[config.mk]
export PLATFORM = sky130hd
export DESIGN_NAME = hdmi_acr_gen
export DESIGN_NICKNAME = d
export VERILOG_FILES = /design/src/rtl/hdmi_audio_pkg.sv /design/src/rtl/acr_cts_meter.sv /design/src/rtl/hdmi_acr_gen.sv
export SDC_FILE = /design/constraint.sdc
export NUM_CORES = 1
export LEC_CHECK = 0
export BUFFER_PORTS_ARGS = -buffer_cell sky130_fd_sc_hd__buf_4
export CAP_MARGIN = 20
export CORE_ASPECT_RATIO = 0.75
export CORE_MARGIN = 4
export CORE_UTILIZATION = 30
export CTS_BUF_LIST = sky130_fd_sc_hd__clkbuf_16
export DETAILED_ROUTE_END_ITERATION = 6
export SYNTH_ARGS = -nofsm -noshare
export SYNTH_HDL_FRONTEND = slang
export SYNTH_SLANG_ARGS = --single-unit
[constraint.sdc]
create_clock -name clk -period 11.4 [get_ports clk]
set_clock_uncertainty 0.15 [all_clocks]
set_input_delay 2.28 -clock clk [delete_from_list [all_inputs] [get_ports clk]]
set_output_delay 2.28 -clock clk [all_outputs]
set_load 0.1 [all_outputs]
[src/rtl/hdmi_audio_pkg.sv]
// Shared definitions for the HDMI audio path: sample-rate encodings, default N
// values and helpers that map a rate selection to its N and ACR window length.
package hdmi_audio_pkg;

    typedef enum logic [1:0] {
        RATE_32K     = 2'd0,
        RATE_44K     = 2'd1,
        RATE_48K     = 2'd2,
        RATE_48K_ALT = 2'd3
    } rate_e;

    typedef enum logic [1:0] {
        ST_PRIME,
        ST_FIRST,
        ST_RUN
    } acr_state_e;

    localparam int unsigned N_32K_DEFAULT     = 4096;
    localparam int unsigned N_44K_DEFAULT     = 6272;
    localparam int unsigned N_48K_DEFAULT     = 6144;
    localparam int unsigned CTS_FIXED_DEFAULT = 27000;
    localparam int unsigned N_PERIOD_SHIFT    = 7;

    // Code 3 is not a real rate; it falls through to 48 kHz.
    function automatic logic [31:0] n_for_rate(input logic [1:0] rate,
                                               input logic [31:0] n32,
                                               input logic [31:0] n44,
                                               input logic [31:0] n48);
        if (rate == RATE_32K) return n32;
        if (rate == RATE_44K) return n44;
        return n48;
    endfunction

    function automatic logic [31:0] window_period(input logic [31:0] n);
        return n >> N_PERIOD_SHIFT;
    endfunction

endpackage

[src/rtl/acr_cts_meter.sv]
// Counts pixel clock enables over one ACR window and decides the CTS value to
// publish, with saturation detection and a hysteresis band against jitter.
module acr_cts_meter
    import hdmi_audio_pkg::*;
#(
    parameter int CNT_BITS = 20,
    parameter int CTS_TOL  = 2
) (
    input  logic                clk,
    input  logic                reset_n,
    input  logic                clear,
    input  logic                capture,
    input  logic                pix_clken,
    input  logic                force_load,
    input  logic [CNT_BITS-1:0] prev_cts,
    output logic [CNT_BITS-1:0] cts_next,
    output logic                m_sat
);

    localparam logic [CNT_BITS-1:0] CNT_MAX = '1;

    logic [CNT_BITS-1:0] pix_cnt;
    logic [CNT_BITS-1:0] m_value;
    logic [CNT_BITS-1:0] diff;
    logic                pix_inc;

    assign pix_inc = pix_clken && (pix_cnt != CNT_MAX);

    // The closing-cycle pixel pulse belongs to the window being closed,
    // so the counter restarts at zero rather than one.
    always_ff @(posedge clk or negedge reset_n) begin
        if (!reset_n) begin
            pix_cnt <= '0;
        end else if (clear || capture) begin
            pix_cnt <= '0;
        end else if (pix_inc) begin
            pix_cnt <= pix_cnt + CNT_BITS'(1);
        end
    end

    // A stopped pixel clock (zero) is as untrustworthy as a pinned counter.
    always_comb begin
        m_value  = pix_inc ? pix_cnt + CNT_BITS'(1) : pix_cnt;
        m_sat    = (m_value == CNT_MAX) || (m_value == '0);
        diff     = (m_value >= prev_cts) ? m_value - prev_cts : prev_cts - m_value;
        cts_next = prev_cts;
        if (m_sat) begin
            cts_next = CNT_MAX;
        end else if (force_load || (diff > CNT_BITS'(CTS_TOL))) begin
            cts_next = m_value;
        end
    end

endmodule

[src/rtl/hdmi_acr_gen.sv]
// HDMI audio clock regeneration: emits the ACR strobe every N/128 audio samples
// together with N and a fixed or measured CTS.
module hdmi_acr_gen
    import hdmi_audio_pkg::*;
#(
    parameter int unsigned N_32K     = N_32K_DEFAULT,
    parameter int unsigned N_44K     = N_44K_DEFAULT,
    parameter int unsigned N_48K     = N_48K_DEFAULT,
    parameter int unsigned CTS_FIXED = CTS_FIXED_DEFAULT,
    parameter int          CNT_BITS  = 20,
    parameter int          CTS_TOL   = 2
) (
    input  logic                clk,
    input  logic                reset_n,
    input  logic                enable,
    input  logic [1:0]          rate_sel,
    input  logic                cts_mode,
    input  logic                pcm_clken,
    input  logic                pix_clken,
    output logic                acr,
    output logic [CNT_BITS-1:0] acr_n,
    output logic [CNT_BITS-1:0] acr_cts,
    output logic                acr_valid
);

    logic [1:0]          rate_q;
    logic                cts_mode_q;
    acr_state_e          state;
    logic [CNT_BITS-1:0] samp_cnt;
    logic [CNT_BITS-1:0] n_sel;
    logic [CNT_BITS-1:0] samp_last;
    logic [CNT_BITS-1:0] cts_next;
    logic                m_sat;
    logic                restart;
    logic                close;
    logic                publish;

    assign n_sel     = CNT_BITS'(n_for_rate(rate_sel, N_32K, N_44K, N_48K));
    assign samp_last = CNT_BITS'(window_period(32'(n_sel)) - 32'd1);
    assign restart   = !enable || (rate_sel != rate_q) || (cts_mode != cts_mode_q);
    assign close     = !restart && pcm_clken && (samp_cnt == samp_last);
    // In measured mode the first window after a restart is partial and is dropped.
    assign publish   = close && !((state == ST_PRIME) && cts_mode);

    acr_cts_meter #(
        .CNT_BITS (CNT_BITS),
        .CTS_TOL  (CTS_TOL)
    ) u_meter (
        .clk        (clk),
        .reset_n    (reset_n),
        .clear      (restart),
        .capture    (close),
        .pix_clken  (pix_clken),
        .force_load (state == ST_FIRST),
        .prev_cts   (acr_cts),
        .cts_next   (cts_next),
        .m_sat      (m_sat)
    );

    always_ff @(posedge clk or negedge reset_n) begin
        if (!reset_n) begin
            rate_q     <= RATE_48K;
            cts_mode_q <= 1'b0;
            state      <= ST_PRIME;
            samp_cnt   <= '0;
            acr        <= 1'b0;
            acr_n      <= CNT_BITS'(N_48K);
            acr_cts    <= CNT_BITS'(CTS_FIXED);
            acr_valid  <= 1'b0;
        end else begin
            rate_q     <= rate_sel;
            cts_mode_q <= cts_mode;
            acr        <= publish;
            if (restart) begin
                samp_cnt  <= '0;
                state     <= ST_PRIME;
                acr_valid <= 1'b0;
                acr_n     <= n_sel;
            end else if (pcm_clken) begin
                if (close) begin
                    samp_cnt <= '0;
                    state    <= ((state == ST_PRIME) && cts_mode) ? ST_FIRST : ST_RUN;
                end else begin
                    samp_cnt <= samp_cnt + CNT_BITS'(1);
                end
            end
            if (publish) begin
                acr_n <= n_sel;
                if (cts_mode) begin
                    acr_cts   <= cts_next;
                    acr_valid <= !m_sat;
                end else begin
                    acr_cts   <= CNT_BITS'(CTS_FIXED);
                    acr_valid <= 1'b1;
                end
            end
        end
    end

endmodule

==> flow_summary.toml <==
[floorplanning]
io_pins = 50
dieWidth_um = 177
die_h_um = 135
start_util_pct = 30.5
placementRows = 46
coreArea_mm2 = 0.0211
die-area_mm2 = 0.0239

[final_layout]
final_cell_mix = "nand2_1, nor2_1, dfrtp_1"
insertedDiodeCount = 0
final_common_cell = "nand2_1"
synthToLayoutAreaGrowth_pct = 9.65
drive_gt1_share_pct = 13.0
fillCellCount = 2210
fin_util_pct = 33.4
finalInstanceArea_mm2 = 0.00705
final_net_count = 836
layout.cells.non_filler = 1078

[yosys]
synth.yosys.seq_area_share_pct = 27.0
dominantRegCellSynth = "dfrtp_1"
syn_inst = 780
synth_top_family_by_area = "simple AND/OR/NAND/NOR gates"
syn_area_mm2 = 0.00643
synthAdderAreaFrac_pct = 8.60
avgSynthCellArea_um2 = 8.25
yosysWarnings = 0
ys_async_sr_fraction_pct = 100
synthXorXnorAreaFrac_pct = 6.24
synth_top_cell_by_area = "dfrtp_1"
synth_cell_types = 82
synthMuxAreaShare_pct = 5.37
synthSimpleGateAreaFrac_pct = 24.0
synth-edff-count = 0
ys_top_cells_by_area = "dfrtp_1, ha_1, nand2_1, dfstp_2, a21oi_1"
ys_ff_latch = 69
synth_compound_area_share_pct = 20.1
synth_top_area_share_pct = 22.9

[power_and_ir_drop]
swShare_pct = 28.8
powerDensity_mw_per_mm2 = 80.2
seqPwrFrac_pct = 43.8
clkPwrFrac_pct = 46.4
power_leakage_nw = 2.96
p_comb_share_pct = 9.8
fin_total_pwr_mw = 0.566
peakVddDrop_v = 0.0000822
p_int_mw = 0.403
switchingPower_mw = 0.163

[clocking]
clockBufferDepth = 2
clkLatencyLatePin_ns = 0.34
htree_levels = 3
cts_setup_buffers = 0
cts_hold_buf = 0
clkSinkCount = 69
clk_pin_slew_worst_paths_ns = 0.06
cts_buffers = 9
cts_tree = "built"
post_cts_resized = 0
clock-root-buffer = "clkbuf_16"

[min_path]
whs_path_depth = 2
hold_path.class = "flip-flop to flip-flop"

[placed_design]
portBuffers = 31
post-place-cells = 1062
hpwlAfterDp_um = 13600
gp_congestion = 0.920
place_area_mm2 = 0.00678

[sta]
slew_headroom_pct = 39.6
period_share_pct = 64.8
maxSlewViolCount = 0
hold_violations = 0
worst_slew_pin_slew_ns = 0.906
fmax_mhz = 135
finalCriticalPeriod_ns = 7.38
finalSetupTns_ns = 0
setup_viol = 0
rsz0062_at_grt = "false"

[global_routing]
gr-total-overflow = 0
grt.total_usage_pct = 14.9
antenna_found_initial = 0
grt_max_degree = 70
grt_pass1_vias = 5277
grt_pass1_wl_um = 29000

[drt]
dr.pass1.iters = 5
first_iter_violations = 516
routed_wl_um = 17900
avgViaCountPerCell = 5.32
ant_nets = 0
drcViolationCount = 0
vias = 5738
wl_per_cell_um = 16.6

[flow_run]
maxCapViolCount = 0

[critical_path]
required_ns = 11.47
path_common_cell = "nand4_1"
ff2ff_path_depth = 20
worstPathArrival_ns = 7.45
cp.depth = 19
start_kind = "primary input"
r2r_slack_ns = 4.68
critPathKind = "primary input to flip-flop"
cpPeakStageDelay_ns = 0.63
crit_chain = "buf_4, nand3_1, nor4_1, nand4_1, xor2_1, inv_1, ha_1, nand4_1, nor2_1, o21ai_1, o41ai_2, a211oi_2, nand4_1, or4_4, nor3b_2, o22ai_1, o31a_1, buf_4, mux2_4"
setup.worst_path.end_class = "flip-flop"
cp_max_fo = 20
cp_top_family = "simple AND/OR/NAND/NOR gates"
critPathBufInv = 3
cpMaxStageDelayCell = "a211oi_2"

[outcome]
status = "finished clean"
## synthesized netlist by cell type (all sizes together) (5+ instances only)
master  number
and4        11
buf         36
a211oi       8
a221oi       7
xor2        22
a31oi        6
and3        12
mux2        16
nand3       18
o21a         6
nand2b      14
a21boi       8
nor2        69
o21ai       37
xnor2       23
or3          7
inv         55
dfrtp       59
nor4        13
ha          41
clkbuf      21
mux2i       12
a21o         6
nand3b       5
nor3        15
a21oi       55
and2         5
nor2b        7
nand2       74
dfstp       10
nand4       30
nor3b        6
## layout make-up
type	count	area [um2]	area share, %
Tap cell	288	360	5.11
Timing Repair Buffer	35	263	3.72
Multi-Input combinational cell	615	4210	59.6
Clock buffer	9	225	3.19
Sequential cell	69	1740	24.7
Clock inverter	7	52.6	0.745
Inverter	55	206	2.93
## cell families after synthesis
family | count (synthesis)
mux | 28
other cells | 2
flops | 69
compound gates | 185
fa+ha+maj | 43
xor+xnor | 45
buf+inv | 112
simple gates | 296
## tightest hold or removal path, stage by stage, from the launching register on
cell	delay, ns
dfstp_2	0.37
nand2_1	0.04
o21ai_0	0.07
## through the flow
step / worst slack [ns] / hold WS [ns]
6_report: 4.02 / 0.338
5_1_grt: 3.63 / 0.375
4_1_cts: 4.11 / 0.345
3_3_place_gp: 3.75 / 0.325
3_5_place_dp: 3.76 / 0.329
2_1_floorplan: 4.70 / 0.314
## power by group through the flow
| stage | registers [mW] | logic (mW) | clock network [mW] |
|---|---|---|---|
| 4_1_cts | 0.248 | 0.0558 | 0.268 |
| 5_1_grt | 0.248 | 0.0594 | 0.281 |
| 2_1_floorplan | 0.256 | 0.0434 | 0 |
| 3_5_place_dp | 0.252 | 0.0557 | 0 |
| 6_report | 0.248 | 0.0555 | 0.262 |
| 3_3_place_gp | 0.252 | 0.0556 | 0 |
## layer usage
layer	track usage [%]	up-vias	wire (um)
li1	-	2765	-
met1	23.5	2766	9220
met2	20.8	196	7240
met5	0	-	0
met4	2.10	0	108
met3	3.83	11	1330
## final timing paths
| kind | start | endpoint |
|---|---|---|
| max | pix_clken | acr_cts[9]$_DFFE_PN0P_ |
| min | acr_n[11]$_DFFE_PN1P_ | acr_n[11]$_DFFE_PN1P_ |
| max reg2reg | u_meter.pix_cnt[0]$_DFF_PN0_ | acr_cts[9]$_DFFE_PN0P_ |
| min reg2reg | acr_n[11]$_DFFE_PN1P_ | acr_n[11]$_DFFE_PN1P_ |
| max in group asynchronous | reset_n | u_meter.pix_cnt[9]$_DFF_PN0_ |
| min in group asynchronous | reset_n | acr_cts[17]$_DFFE_PN0P_ |
## flip-flops by register name (all words and copies together), names as in the netlist
signal           cells
rate_q               2
cts_mode_q           1
acr_valid            1
state                2
acr_cts             20
u_meter.pix_cnt     20
samp_cnt            20
acr_n                2
acr                  1
No activity file was read; power rests on OpenSTA's default activity.
